**src/rtl/nmr_pkg.sv**
```systemverilog
// rtl/nmr_pkg.sv - shared state encoding, TX codes and phase scan helper for the pulse sequencer
package nmr_pkg;

   typedef enum logic [2:0] {
      IDLE = 3'd0,
      P1   = 3'd1,
      DLY  = 3'd2,
      P2   = 3'd3,
      ACQ  = 3'd4
   } state_t;

   localparam logic [1:0] TX_OFF = 2'b00;

   // First phase at or after position 'from' (1=P1 .. 4=ACQ, 5=past ACQ) whose
   // length is non-zero; live[0]=P1 .. live[3]=ACQ. Returns IDLE when none is left.
   function automatic state_t scan_from(input logic [3:0] live, input logic [2:0] from);
      state_t r;
      r = IDLE;
      for (int i = 3; i >= 0; i--) begin
         if (live[i] && (3'(i + 1) >= from)) r = state_t'(3'(i + 1));
      end
      return r;
   endfunction

endpackage

```
**src/rtl/phase_timer.sv**
```systemverilog
// rtl/phase_timer.sv - loadable down-counter with zero flag timing one phase
module phase_timer #(
   parameter int CNT_W = 32
) (
   input  logic             clk,
   input  logic             rst_n,
   input  logic             load,
   input  logic [CNT_W-1:0] load_val,
   output logic             zero
);

   logic [CNT_W-1:0] count;

   // load on phase entry, otherwise count down and park at zero
   always_ff @(posedge clk or negedge rst_n) begin
      if (!rst_n) begin
         count <= '0;
      end else if (load) begin
         count <= load_val;
      end else if (count != '0) begin
         count <= count - 1'b1;
      end
   end

   assign zero = (count == '0);

endmodule

```
**src/rtl/pulse_sequencer.sv**
```systemverilog
// rtl/pulse_sequencer.sv - P1/DLY/P2/ACQ pulse sequencer with repetitions and abort
module pulse_sequencer
   import nmr_pkg::*;
#(
   parameter int CNT_W = 32,
   parameter int REP_W = 16
) (
   input  logic             clk,
   input  logic             rst_n,
   input  logic             start,
   input  logic             abort,
   input  logic [CNT_W-1:0] p1_len,
   input  logic [CNT_W-1:0] dly_len,
   input  logic [CNT_W-1:0] p2_len,
   input  logic [CNT_W-1:0] acq_len,
   input  logic [REP_W-1:0] n_reps,
   input  logic [31:0]      frq_in,
   input  logic [1:0]       ph1,
   input  logic [1:0]       ph2,
   output logic             enable,
   output logic [31:0]      frq,
   output logic [1:0]       TX,
   output logic             rx_gate,
   output logic             busy,
   output logic             done,
   output logic             aborted,
   output logic [REP_W-1:0] rep_cnt
);

   state_t state, state_nxt, rep_first, follow;
   logic [2:0] state_idx;

   logic [CNT_W-1:0] p1_sh, dly_sh, p2_sh, acq_sh;
   logic [CNT_W-1:0] p1_src, dly_src, p2_src, acq_src;
   logic [REP_W-1:0] n_sh, n_eff;
   logic [31:0]      frq_sh, frq_src;
   logic [1:0]       ph1_sh, ph2_sh, ph1_src, ph2_src;
   logic [3:0]       live;

   logic             load, tmr_zero;
   logic [CNT_W-1:0] load_val, rep_load, follow_load;
   logic             accept, rep_end, done_nxt, abort_nxt;
   logic [REP_W-1:0] rep_inc;

   logic             enable_d, rx_d, busy_d;
   logic [1:0]       tx_d;
   logic [31:0]      frq_d;

   // Counter preload for a phase: N-1, or 0 for the zero-length busy-only ACQ cycle.
   function automatic logic [CNT_W-1:0] load_for(input state_t s,
                                                 input logic [CNT_W-1:0] l1,
                                                 input logic [CNT_W-1:0] ld,
                                                 input logic [CNT_W-1:0] l2,
                                                 input logic [CNT_W-1:0] la);
      logic [CNT_W-1:0] len;
      case (s)
         P1:      len = l1;
         DLY:     len = ld;
         P2:      len = l2;
         ACQ:     len = la;
         default: len = '0;
      endcase
      return (len == '0) ? '0 : len - 1'b1;
   endfunction

   // In IDLE the live inputs decide the first phase; afterwards only the shadows count.
   assign p1_src  = (state == IDLE) ? p1_len  : p1_sh;
   assign dly_src = (state == IDLE) ? dly_len : dly_sh;
   assign p2_src  = (state == IDLE) ? p2_len  : p2_sh;
   assign acq_src = (state == IDLE) ? acq_len : acq_sh;
   assign frq_src = (state == IDLE) ? frq_in  : frq_sh;
   assign ph1_src = (state == IDLE) ? ph1     : ph1_sh;
   assign ph2_src = (state == IDLE) ? ph2     : ph2_sh;
   assign n_eff   = (n_reps == '0) ? REP_W'(1) : n_reps;

   assign live      = {acq_src != '0, p2_src != '0, dly_src != '0, p1_src != '0};
   assign state_idx = state;
   // an all-zero repetition still spends one busy cycle, parked in ACQ with rx_gate low
   assign rep_first   = (scan_from(live, 3'd1) == IDLE) ? ACQ : scan_from(live, 3'd1);
   assign follow      = scan_from(live, state_idx + 3'd1);
   assign rep_load    = load_for(rep_first, p1_src, dly_src, p2_src, acq_src);
   assign follow_load = load_for(follow, p1_src, dly_src, p2_src, acq_src);
   assign rep_inc     = rep_cnt + 1'b1;

   phase_timer #(.CNT_W(CNT_W)) u_timer (
      .clk      (clk),
      .rst_n    (rst_n),
      .load     (load),
      .load_val (load_val),
      .zero     (tmr_zero)
   );

   // state register
   always_ff @(posedge clk or negedge rst_n) begin
      if (!rst_n) state <= IDLE;
      else        state <= state_nxt;
   end

   // next state: start/abort handling, zero-length skipping and repetition loop
   always_comb begin
      state_nxt = state;
      load      = 1'b0;
      load_val  = '0;
      accept    = 1'b0;
      rep_end   = 1'b0;
      done_nxt  = 1'b0;
      abort_nxt = 1'b0;
      if (state == IDLE) begin
         if (start && !abort) begin
            accept    = 1'b1;
            state_nxt = rep_first;
            load      = 1'b1;
            load_val  = rep_load;
         end
      end else if (abort) begin
         state_nxt = IDLE;
         abort_nxt = 1'b1;
         load      = 1'b1;
      end else if (tmr_zero) begin
         load = 1'b1;
         if (follow != IDLE) begin
            state_nxt = follow;
            load_val  = follow_load;
         end else begin
            rep_end = 1'b1;
            if (rep_inc == n_sh) begin
               state_nxt = IDLE;
               done_nxt  = 1'b1;
            end else begin
               state_nxt = rep_first;
               load_val  = rep_load;
            end
         end
      end
   end

   // output decode from the upcoming state so the registered outputs line up with it
   always_comb begin
      enable_d = (state_nxt == P1) || (state_nxt == P2);
      tx_d     = TX_OFF;
      if (state_nxt == P1) tx_d = ph1_src;
      if (state_nxt == P2) tx_d = ph2_src;
      rx_d     = (state_nxt == ACQ) && (acq_src != '0);
      busy_d   = (state_nxt != IDLE);
      frq_d    = busy_d ? frq_src : 32'd0;
   end

   // output registers and repetition counter
   always_ff @(posedge clk or negedge rst_n) begin
      if (!rst_n) begin
         enable  <= 1'b0;
         TX      <= TX_OFF;
         rx_gate <= 1'b0;
         busy    <= 1'b0;
         frq     <= 32'd0;
         done    <= 1'b0;
         aborted <= 1'b0;
         rep_cnt <= '0;
      end else begin
         enable  <= enable_d;
         TX      <= tx_d;
         rx_gate <= rx_d;
         busy    <= busy_d;
         frq     <= frq_d;
         done    <= done_nxt;
         aborted <= abort_nxt;
         if (accept)       rep_cnt <= '0;
         else if (rep_end) rep_cnt <= rep_inc;
      end
   end

   // shadow registers captured on an accepted start
   always_ff @(posedge clk or negedge rst_n) begin
      if (!rst_n) begin
         p1_sh  <= '0;
         dly_sh <= '0;
         p2_sh  <= '0;
         acq_sh <= '0;
         n_sh   <= '0;
         frq_sh <= 32'd0;
         ph1_sh <= TX_OFF;
         ph2_sh <= TX_OFF;
      end else if (accept) begin
         p1_sh  <= p1_len;
         dly_sh <= dly_len;
         p2_sh  <= p2_len;
         acq_sh <= acq_len;
         n_sh   <= n_eff;
         frq_sh <= frq_in;
         ph1_sh <= ph1;
         ph2_sh <= ph2;
      end
   end

endmodule

```
**config.mk**
```make
export PLATFORM = sky130hd
export DESIGN_NAME = pulse_sequencer
export DESIGN_NICKNAME = d
export VERILOG_FILES = /design/src/rtl/nmr_pkg.sv /design/src/rtl/phase_timer.sv /design/src/rtl/pulse_sequencer.sv
export SDC_FILE = /design/constraint.sdc
export NUM_CORES = 1
export LEC_CHECK = 0
export ABC_AREA = 1
export CAP_MARGIN = 20
export CORE_MARGIN = 2
export CORE_UTILIZATION = 45
export DETAILED_ROUTE_END_ITERATION = 6
export GPL_ROUTABILITY_DRIVEN = 0
export PLACE_DENSITY = 0.63
export SLEW_MARGIN = 5
export SYNTH_ARGS = -nofsm -noshare
export SYNTH_HDL_FRONTEND = slang
export SYNTH_HIERARCHICAL = 1
export SYNTH_SLANG_ARGS = --single-unit
```
**constraint.sdc**
```tcl
create_clock -name clk -period 4.4 [get_ports clk]
set_clock_uncertainty 0.05 [all_clocks]
set_input_delay 1.1 -clock clk [delete_from_list [all_inputs] [get_ports clk]]
set_output_delay 1.1 -clock clk [all_outputs]
set_load 0.05 [all_outputs]
```
# Yosys cells after proc, flatten, opt, wreduce, memory -nomap -nowiden
# Index checks and enable logic that the tools add are counted.
# W data, S select, Z words.
word_totals:
  ff_bits: 270
  input_bits: 184
  output_inout_bits: 55
  elab_cells: 118
classes:
  n_addsub: 5
  magnitude_cmp: 4
  eq_ne: 12
  muxes: 56
  n_reduce_logical: 23
ops:
  columns: ["operator", "n"]
  rows:
  - ["$mux W32", 16]
  - ["$pmux W32 S4", 2]
  - ["$reduce_bool A32 Y1", 5]
  - ["$logic_not A32 Y1", 3]
  - ["$sub A32 B1 Y32 const B", 3]
  - ["$mux W16", 3]
  - ["$mux W3", 15]
  - ["$add A16 B1 Y16 const B", 1]
  - ["$eq A16 B16 Y1", 1]
  - ["$logic_not A16 Y1", 1]
  - ["$mux W1", 16]
  - ["$eq A3 B2 Y1 const B", 5]
  - ["$eq A3 B1 Y1 const B", 3]
  - ["$eq A3 B3 Y1 const B", 3]
  - ["$mux W2", 4]
  - ["$ge A2 B3 Y1 const A", 2]
  - ["$logic_and A1 B1 Y1", 6]
  - ["$logic_not A3 Y1", 2]
  - ["$reduce_bool A3 Y1", 2]
  - ["$reduce_bool A2 Y1", 2]
  - ["$add A3 B1 Y3 const B", 1]
  - ["$ge A1 B3 Y1 const A", 1]
  - ["$ge A3 B3 Y1 const A", 1]
  - ["$logic_not A1 Y1", 1]
  - ["$logic_or A1 B1 Y1", 1]

# Logic depth before layout (Yosys ltp)
# Gate-level depths: netlist (run 1).
logic_depth:
  word_depth: 19
  ltp_mapped: 34
  mapped_depth_nobuf: 32

# Cells and area by module
# The synthesis (run 1) kept the hierarchy.
by_module_without_submodules:
  columns: ["mod", "n_inst", "cells_per_inst", "area_per_inst_um2", "seq_area_each_um2"]
  rows:
  - ["pulse_sequencer", 1, 2941, 17948.5, 5955.7]
  - ["phase_timer", 1, 327, 2199.6, 800.8]

# Worst setup path before layout (run 1)
# OpenSTA, ideal clock, no wires.
synth_timing:
  path_kind: "input-to-reg"
  from: "input port p1_len[5]"
  to: "register u_timer.count[28]"
  setup_ns: 0.113
  arrival_ns: 3.977
  t_required_ns: 4.237
  slack_ns: 0.260
  stages: 27
  n_path_buf: 2
  cell_sequence: "o21ai_0 > nand2_1 > nor2_1 > nand2_1 > nor2_1 > nand2_2 > nand2_4 > buf_2 > or2_2 > nand3_1 > nor2_1 > ha_1 > nand3_1 > nor2_1 > nand2_1 > nor2_4 > nor2_8 > buf_6 > nand3_1 > nand2_1 > nand2_1 > nand2_1 > or2_2 > nand2_1 > inv_1 > nand2_1 > inv_1"
synth_between:
  elab_chain_len: 15
  word_cells_on_any_way: 31
  cone_classes: "add/sub (2); eq/ne (8); mux (15); reduce/logical (6)"
synth_rtl:
  columns: ["element", "line", "source"]
  rows:
  - ["start, declared", "pulse_sequencer.sv:12", "input logic [CNT_W-1:0] p1_len,"]
  - ["$mux W32 *", "pulse_sequencer.sv:67", "assign p1_src = (state == IDLE) ? p1_len : p1_sh;"]
  - ["$reduce_bool A32 Y1", "pulse_sequencer.sv:76", "assign live = {acq_src != '0, p2_src != '0, dly_src != '0, p1_src != '0};"]
  - ["$mux W3", "nmr_pkg.sv:20", "if (live[i] && (3'(i + 1) >= from)) r = state_t'(3'(i + 1));"]
  - ["$logic_not A3 Y1", "pulse_sequencer.sv:79", "assign rep_first = (scan_from(live, 3'd1) == IDLE) ? ACQ : scan_from(live, 3'd1);"]
  - ["$mux W3", "pulse_sequencer.sv:79", null]
  - ["$eq A3 B3 Y1, or another cell as far along", "pulse_sequencer.sv:56", "case (s)"]
  - ["$pmux W32 S4", "pulse_sequencer.sv:56", null]
  - ["$sub A32 B1 Y32 or $logic_not A32 Y1 (tied branches)", "pulse_sequencer.sv:63", "return (len == '0) ? '0 : len - 1'b1;"]
  - ["$mux W32", "pulse_sequencer.sv:63", null]
  - ["$mux W32", "pulse_sequencer.sv:126", "if (rep_inc == n_sh) begin"]
  - ["$mux W32", "pulse_sequencer.sv:121", "if (follow != IDLE) begin"]
  - ["$mux W32", "pulse_sequencer.sv:119", "end else if (tmr_zero) begin"]
  - ["$mux W32", "pulse_sequencer.sv:115", "end else if (abort) begin"]
  - ["$mux W32 *", "pulse_sequencer.sv:108", "if (state == IDLE) begin"]
  - ["net load_val[28]", "pulse_sequencer.sv:41", "logic [CNT_W-1:0] load_val, rep_load, follow_load;"]
  - ["$mux W32 *", "phase_timer.sv:18", "end else if (load) begin"]
  - ["end signal, assigned", "phase_timer.sv:19", "count <= load_val;"]
  - ["end signal, assigned", "phase_timer.sv:21", "count <= count - 1'b1;"]
  - ["end, declared", "phase_timer.sv:12", "logic [CNT_W-1:0] count;"]
# Mark *: on every way through the listed nets, which the timed path passes. The rest lies on a longest branch.
# A chain may end at the register's enable or synchronous reset.

# Final worst setup path (run 1)
layout_timing:
  from: "register state[0]"
  to: "register u_timer.count[28]"
layout_between:
  elab_chain_len: 19
  word_cells_on_any_way: 54
  cone_classes: "add/sub (3); order compare (4); eq/ne (8); mux (25); reduce/logical (14)"
layout_rtl:
  columns: ["element", "line", "source"]
  rows:
  - ["start, declared", "pulse_sequencer.sv:30", "state_t state, state_nxt, rep_first, follow;"]
  - ["start signal, assigned", "pulse_sequencer.sv:96", "else state <= state_nxt;"]
  - ["$logic_not A3 Y1", null, null]
  - ["$mux W32", "pulse_sequencer.sv:70", "assign acq_src = (state == IDLE) ? acq_len : acq_sh;"]
  - ["$reduce_bool A32 Y1", "pulse_sequencer.sv:76", null]
  - ["$mux W3 (4 in series)", "nmr_pkg.sv:20", null]
  - ["$logic_not A3 Y1", "pulse_sequencer.sv:79", null]
  - ["$mux W3", "pulse_sequencer.sv:79", null]
  - ["$eq A3 B3 Y1, or another cell as far along", "pulse_sequencer.sv:56", null]
  - ["$pmux W32 S4", "pulse_sequencer.sv:56", null]
  - ["$sub A32 B1 Y32 or $logic_not A32 Y1 (tied branches)", "pulse_sequencer.sv:63", null]
  - ["$mux W32", "pulse_sequencer.sv:63", null]
  - ["$mux W32", "pulse_sequencer.sv:126", null]
  - ["$mux W32", "pulse_sequencer.sv:121", null]
  - ["$mux W32", "pulse_sequencer.sv:119", null]
  - ["$mux W32", "pulse_sequencer.sv:115", null]
  - ["$mux W32 *", "pulse_sequencer.sv:108", null]
  - ["net load_val[28]", "pulse_sequencer.sv:41", null]
  - ["$mux W32 *", "phase_timer.sv:18", null]
# Marks and branches as above.

==> results of run 1 <==
==> kinds of logic (layout without fill, tap and decap cells) <==
kind of cell,count (synthesis),count (layout),synth area share [%]
and+or+nand+nor,1937,1941,40.98
buffers and inverters,581,1212,11.88
AOI/OAI and AO/OA,417,417,10.68
DFF,270,270,33.53
xor gates and xnor gates,53,53,2.304
adders and majority gates,10,10,0.6210
==> area by class of cell <==
| class | count | area share (%) |
|---|---|---|
| clock buffers | 43 | 3.142 |
| clock inverters | 13 | 0.5825 |
| flip-flops and latches | 270 | 23.83 |
| well taps | 592 | 2.613 |
| repair buffers | 716 | 22.70 |
| inverters | 440 | 5.843 |
| multi-input cells | 2421 | 41.29 |
==> worst paths after layout <==
path | from | end | slack [ps] | cells after the start
worst max-delay path | state[0] | u_timer/count[28] | 120 | 26
worst min-delay path | frq_sh[25] | frq_sh[25] | 430 | 2
worst max register to register | state[0] | u_timer/count[28] | 120 | 26
worst min register to register | frq_sh[25] | frq_sh[25] | 430 | 2
max in group asynchronous | rst_n | frq_sh[14] | 2800 | 2
min in group asynchronous | rst_n | rep_cnt[7] | 490 | 1
==> Yosys cell counts, drive strengths merged <==
cell	instances
buf	74
o211ai	3
nand3b	51
nor2	356
nand3	265
nor3	9
nand2	1158
a21oi	50
and3	1
xor2	43
o21ai	346
xnor2	10
o311ai	1
or2	23
clkinv	4
clkbuf	67
nand4	67
nor3b	1
ha	10
nor4	5
o21bai	4
o22ai	11
dfrtp	270
a211oi	1
or3	1
inv	436
a31oi	1
==> worst min-delay path: stages, from the launching register on <==
cell and delay (ps):
dfrtp_1 340, nand2_1 50, o21ai_0 60
==> registers in the layout, summed over array words and instances, names as in the netlist <==
name / cells
TX: 2
aborted: 1
acq_sh: 32
busy: 1
dly_sh: 32
done: 1
enable: 1
frq: 32
frq_sh: 32
n_sh: 16
p1_sh: 32
p2_sh: 32
ph1_sh: 2
ph2_sh: 2
rep_cnt: 16
rx_gate: 1
state: 3
u_timer/count: 32
==> layer usage <==
layer	GRT usage (%)	routed length, um	up-vias
met5	0	0	-
met4	16.92	5034	0
met3	6.159	6565	281
met2	53.09	35990	1194
met1	42.84	32420	10960
li1	-	-	11460
==> through the flow <==
stage	setup TNS [ps]	total power, mW	cells
floorplan	0	12.73	3268
global placement	-15690	20.61	4402
detailed placement	-17870	20.84	4402
CTS	-33.49	24.00	4467
global route	-235.4	27.15	4495
finish	0	25.65	4495
==> power by group through the flow <==
stage | Sequential (mW) | Clock (mW) | Combinational, mW
6_report | 4.00 | 2.67 | 19.0
5_1_grt | 4.10 | 2.81 | 20.2
4_1_cts | 3.99 | 2.72 | 17.3
3_5_place_dp | 4.02 | 0 | 16.8
3_3_place_gp | 3.99 | 0 | 16.6
2_1_floorplan | 4.34 | 0 | 8.39
==> repair_timing <==
item                                    CTS  global route
buffers inserted                          6            18
endpoints found under the setup margin   32            70
gates resized for setup                  52           176
pin swaps                                 5            31
gates cloned                              3            11
==> flow_summary.yaml, run 1 <==
layout:
  final_cell_mix: "nand2_1 (1110), buf_4 (436), inv_1 (422)"
  nFillCells: 4079
  fin_util_pct: 64.11
  drive_above_1_share_pct: 19.88
  nNetsFinal: 4074
  syn_to_final_growth_pct: 40.71
  fin_area_um2: 28350
  multi_input_area_um2: 11710
  antennaDiodeCount: 0
  layout_commonest_cell: "nand2_1"
  seq_area_um2: 6756
pwr:
  seqPwrFrac_pct: 15.6
  p_switching_mw: 12.84
  swShare_pct: 50.06
  leakage_nw: 14.45
  ir_drop_uv: 508.9
  p_int_mw: 12.81
  p_comb_share_pct: 74.0
  powerDensity_nw_per_um2: 904.6
  p_clk_share_pct: 10.4
timing:
  finalWorstSetupSlack_ps: 124.7
  worstMarginPinSlew_ps: 1632
  relSlewSlack_pct: -8.823
  hold_violations: 0
  setup_violations: 0
  fin_crit_ps: 4275
  drv_slew: 141
  fmaxAchievable_mhz: 233.9
  timing.hold.ws_ps: 431.7
  period_share_pct: 97.17
global_routing:
  grt_first_pass_wirelength_um: 123100
  grt_max_degree: 295
  track_usage_pct: 33.15
  grt_pass1_vias: 22520
  antenna_found_initial: 0
  gr-total-overflow: 0
synthesis:
  netlist_area_um2: 20150
  yosys-top-cells-area: "dfrtp_1 (34%), nand2_1 (21%), inv_1 (8.0%)"
  synth_top_area_share_pct: 33.53
  synth_seq_cells: 270
  seq_area_frac_synth_pct: 33.53
  synthDistinctLibCells: 45
  yosysTopAreaCell: "dfrtp_1"
  netlist_instances: 3268
  syn_nets: 3462
  ys.warnings.count: 6
  synth.avg_cell_area_um2: 6.165
setup_path:
  worstPathRequired_ps: 4840
  cp_top_family: "simple AND/OR/NAND/NOR gates"
  path_buf_inv: 7
  crit_top_cell: "nand2_1"
  critical_path_peak_fanout: 10
  arrival_ps: 4720
  worst_path_largest_cell_delay_ps: 690
  start_kind: "flip-flop"
  cp_slowest_cell: "nor2_1"
  end_kind: "flip-flop"
  critical_path_class: "reg -> reg"
floorplan:
  ios: 239
  die_width_um: 215.6
  initial_core_util_pct: 45.56
  die-area_um2: 46480
  die_h_um: 215.6
  core_um2: 44220
  rows: 77
drt:
  vias: 23890
  route.detailed.vias_per_inst: 5.315
  detail_route.wl_per_cell_um: 17.80
  first_pass_iters: 7
  wl_um: 80010
  drt_iter0_drc: 2664
  ant_nets: 0
  drcViolationCount: 5
run_status:
  status: "finished, violations left"
  violations: "DRC, slew limit"
placed_design:
  place_ws_ps: -767.8
  dpl.hpwl_um: 61460
  portBuffers: 238
  placed_area_um2: 26140
clock_network:
  numCtsBuffers: 31
  clkTransAtPathRegs_ps: 60
  clk_latency_ps: 600
  cts_tree: "yes"
  htree_levels: 1
  hold_buffers: 0
  clockRootBuffer: "clkbuf_16"
  cts_buffer_depth: 3
  clock_sinks: 270
flow_run:
  maxCapViolations: 0
hold_path:
  min_path_type: "reg -> reg"
Power figures use the tool's default switching activity.
==> run 2, diff against run 1 <==
- CORE_ASPECT_RATIO: not set -> 0.8
- CTS_CLUSTER_DIAMETER: not set -> 100
==> run 2 against run 1 <==
Compared with the run above: the flow finishes with violations (DRC, setup timing); sequential power hardly changed; global-route usage is 0.41 points lower; non-clock buffer count is 4 higher; clock power hardly changed; die area hardly changed; setup slack worse by 190 ps; routed wire length is 0.57% higher; largest cell class unchanged; core utilization is 0.34 points higher; via count is 1.2% higher; sequential share of layout area is 0.16 points lower; largest power group unchanged; combinational power hardly changed.
==> flow_summary.yaml, run 2 (synthesized netlist as in run 1, its figures left out) <==
setup_path:
  end_kind: "flip-flop"
  cp_slowest_cell: "dfrtp_1"
  r2r-start: "state[1]"
  start_kind: "flip-flop"
  r2r-end: "u_timer/count[28]"
  arrival_ps: 4900
  worst_path_largest_cell_delay_ps: 390
  critical_path_class: "reg -> reg"
  cp_top_family: "simple AND/OR/NAND/NOR gates"
  crit_top_cell: "nand2_1"
  r2r_slack_ps: -70
  critical_path_peak_fanout: 14
  worstPathRequired_ps: 4840
  ff2ff_path_depth: 35
  path_buf_inv: 9
clock_network:
  clock_sinks: 270
  clkTransAtPathRegs_ps: 70
  htree_levels: 1
  clockRootBuffer: "clkbuf_16"
  clk_latency_ps: 590
  hold_buffers: 0
  cts_buffer_depth: 3
  cts_tree: "yes"
  numCtsBuffers: 29
run_status:
  status: "finished, violations left"
  violations: "DRC, setup timing"
drt:
  wl_um: 80470
  detail_route.wl_per_cell_um: 17.87
  first_pass_iters: 7
  vias: 24170
  route.detailed.vias_per_inst: 5.368
  drcViolationCount: 43
  drt_iter0_drc: 2972
  ant_nets: 0
layout:
  drive_above_1_share_pct: 20.26
  nNetsFinal: 4073
  antennaDiodeCount: 0
  fin_area_um2: 28540
  final_cell_mix: "nand2_1 (1107), buf_4 (429), inv_1 (423)"
  layout_commonest_cell: "nand2_1"
  syn_to_final_growth_pct: 41.67
placed_design:
  dpl.hpwl_um: 60350
  placed_area_um2: 26180
  portBuffers: 238
  place_ws_ps: -538.9
floorplan:
  ios: 239
  die_h_um: 193.3
  initial_core_util_pct: 45.49
  die-area_um2: 46490
  core_um2: 44290
  die_width_um: 240.6
  rows: 69
timing:
  relSlewSlack_pct: 36.65
  finalWorstSetupSlack_ps: -68.15
  setup_violations: 4
  worstMarginPinSlew_ps: 950.3
  period_share_pct: 101.5
  fmaxAchievable_mhz: 223.8
  rsz0062_at_grt: "true"
  fin_crit_ps: 4468
  drv_slew: 0
  setup_tns_ps: -103.2
  hold_violations: 0
flow_run:
  maxCapViolations: 0
hold_path:
  min_path_type: "reg -> reg"
  min_from: "frq_sh[10]"
  hold_depth: 2
  worstHoldEndpoint: "frq_sh[10]"
pwr:
  powerDensity_nw_per_um2: 909.5
  p_total_mw: 25.96
  ir_drop_uv: 482.4
  leakage_nw: 14.55
global_routing:
  grt_pass1_vias: 22360
  gr-total-overflow: 0
  grt_max_degree: 175
  track_usage_pct: 32.75
  grt_first_pass_wirelength_um: 120600
  antenna_found_initial: 0
## run 2: area by class of cell
cell class / count / area (um2)
fillers: 4047 / 15750
multi-input cells: 2418 / 11730
flip-flops and latches: 270 / 6756
repair buffers: 720 / 6610
inverters: 440 / 1663
clock buffers: 39 / 833.3
well taps: 603 / 754.5
clock inverters: 13 / 193.9
## run 2: layer usage
metal,vias up,wire (um),GRT usage [%]
li1,11450,-,-
met1,11190,35380,48.26
met2,1307,32820,47.82
met3,223,9408,7.677
met4,0,2852,8.719
met5,-,0,0
## run 2: worst max-delay path by stage
| stage | cells past startpoint | end | start |
|---|---|---|---|
| global route | 35 | u_timer/count[28] | state[1] |
| floorplan | 27 | u_timer/count[28] | p1_len[5] |
| CTS | 32 | u_timer/count[28] | state[0] |
| detailed placement | 29 | u_timer/count[28] | p1_len[16] |
| global placement | 29 | u_timer/count[28] | p1_len[16] |
| finish | 35 | u_timer/count[28] | state[1] |
## run 2: repair_timing
item / in CTS / in global routing
setup endpoints to repair: 32 / 32
pin swaps: 1 / 62
gates resized for setup: 23 / 231
setup buffers: 1 / 18
gates cloned: 0 / 15
## run 2: worst register-to-register path, delay by kind of cell, from the launching register on
family,cells,cell delay [ps]
buffers and inverters,9,960
DFF,1,390
AOI/OAI and AO/OA,1,80
adders and majority gates,1,140
and+or+nand+nor,24,2730
## run 2: metrics by stage
stage	instances	utilization (%)	hold slack [ps]
2_1_floorplan	3268	-	397.9
6_report	4503	64.45	431.4
3_3_place_gp	4417	59.12	411.3
3_5_place_dp	4417	59.12	417.6
5_1_grt	4503	64.45	456.3
4_1_cts	4470	61.60	433.6
## run 2: power breakdown
part,total (mW),switching (mW),internal [mW]
logic,19.3,11.4,7.90
clock network,2.68,1.07,1.61
registers,4.00,0.467,3.53
total,26.0,12.9,13.0
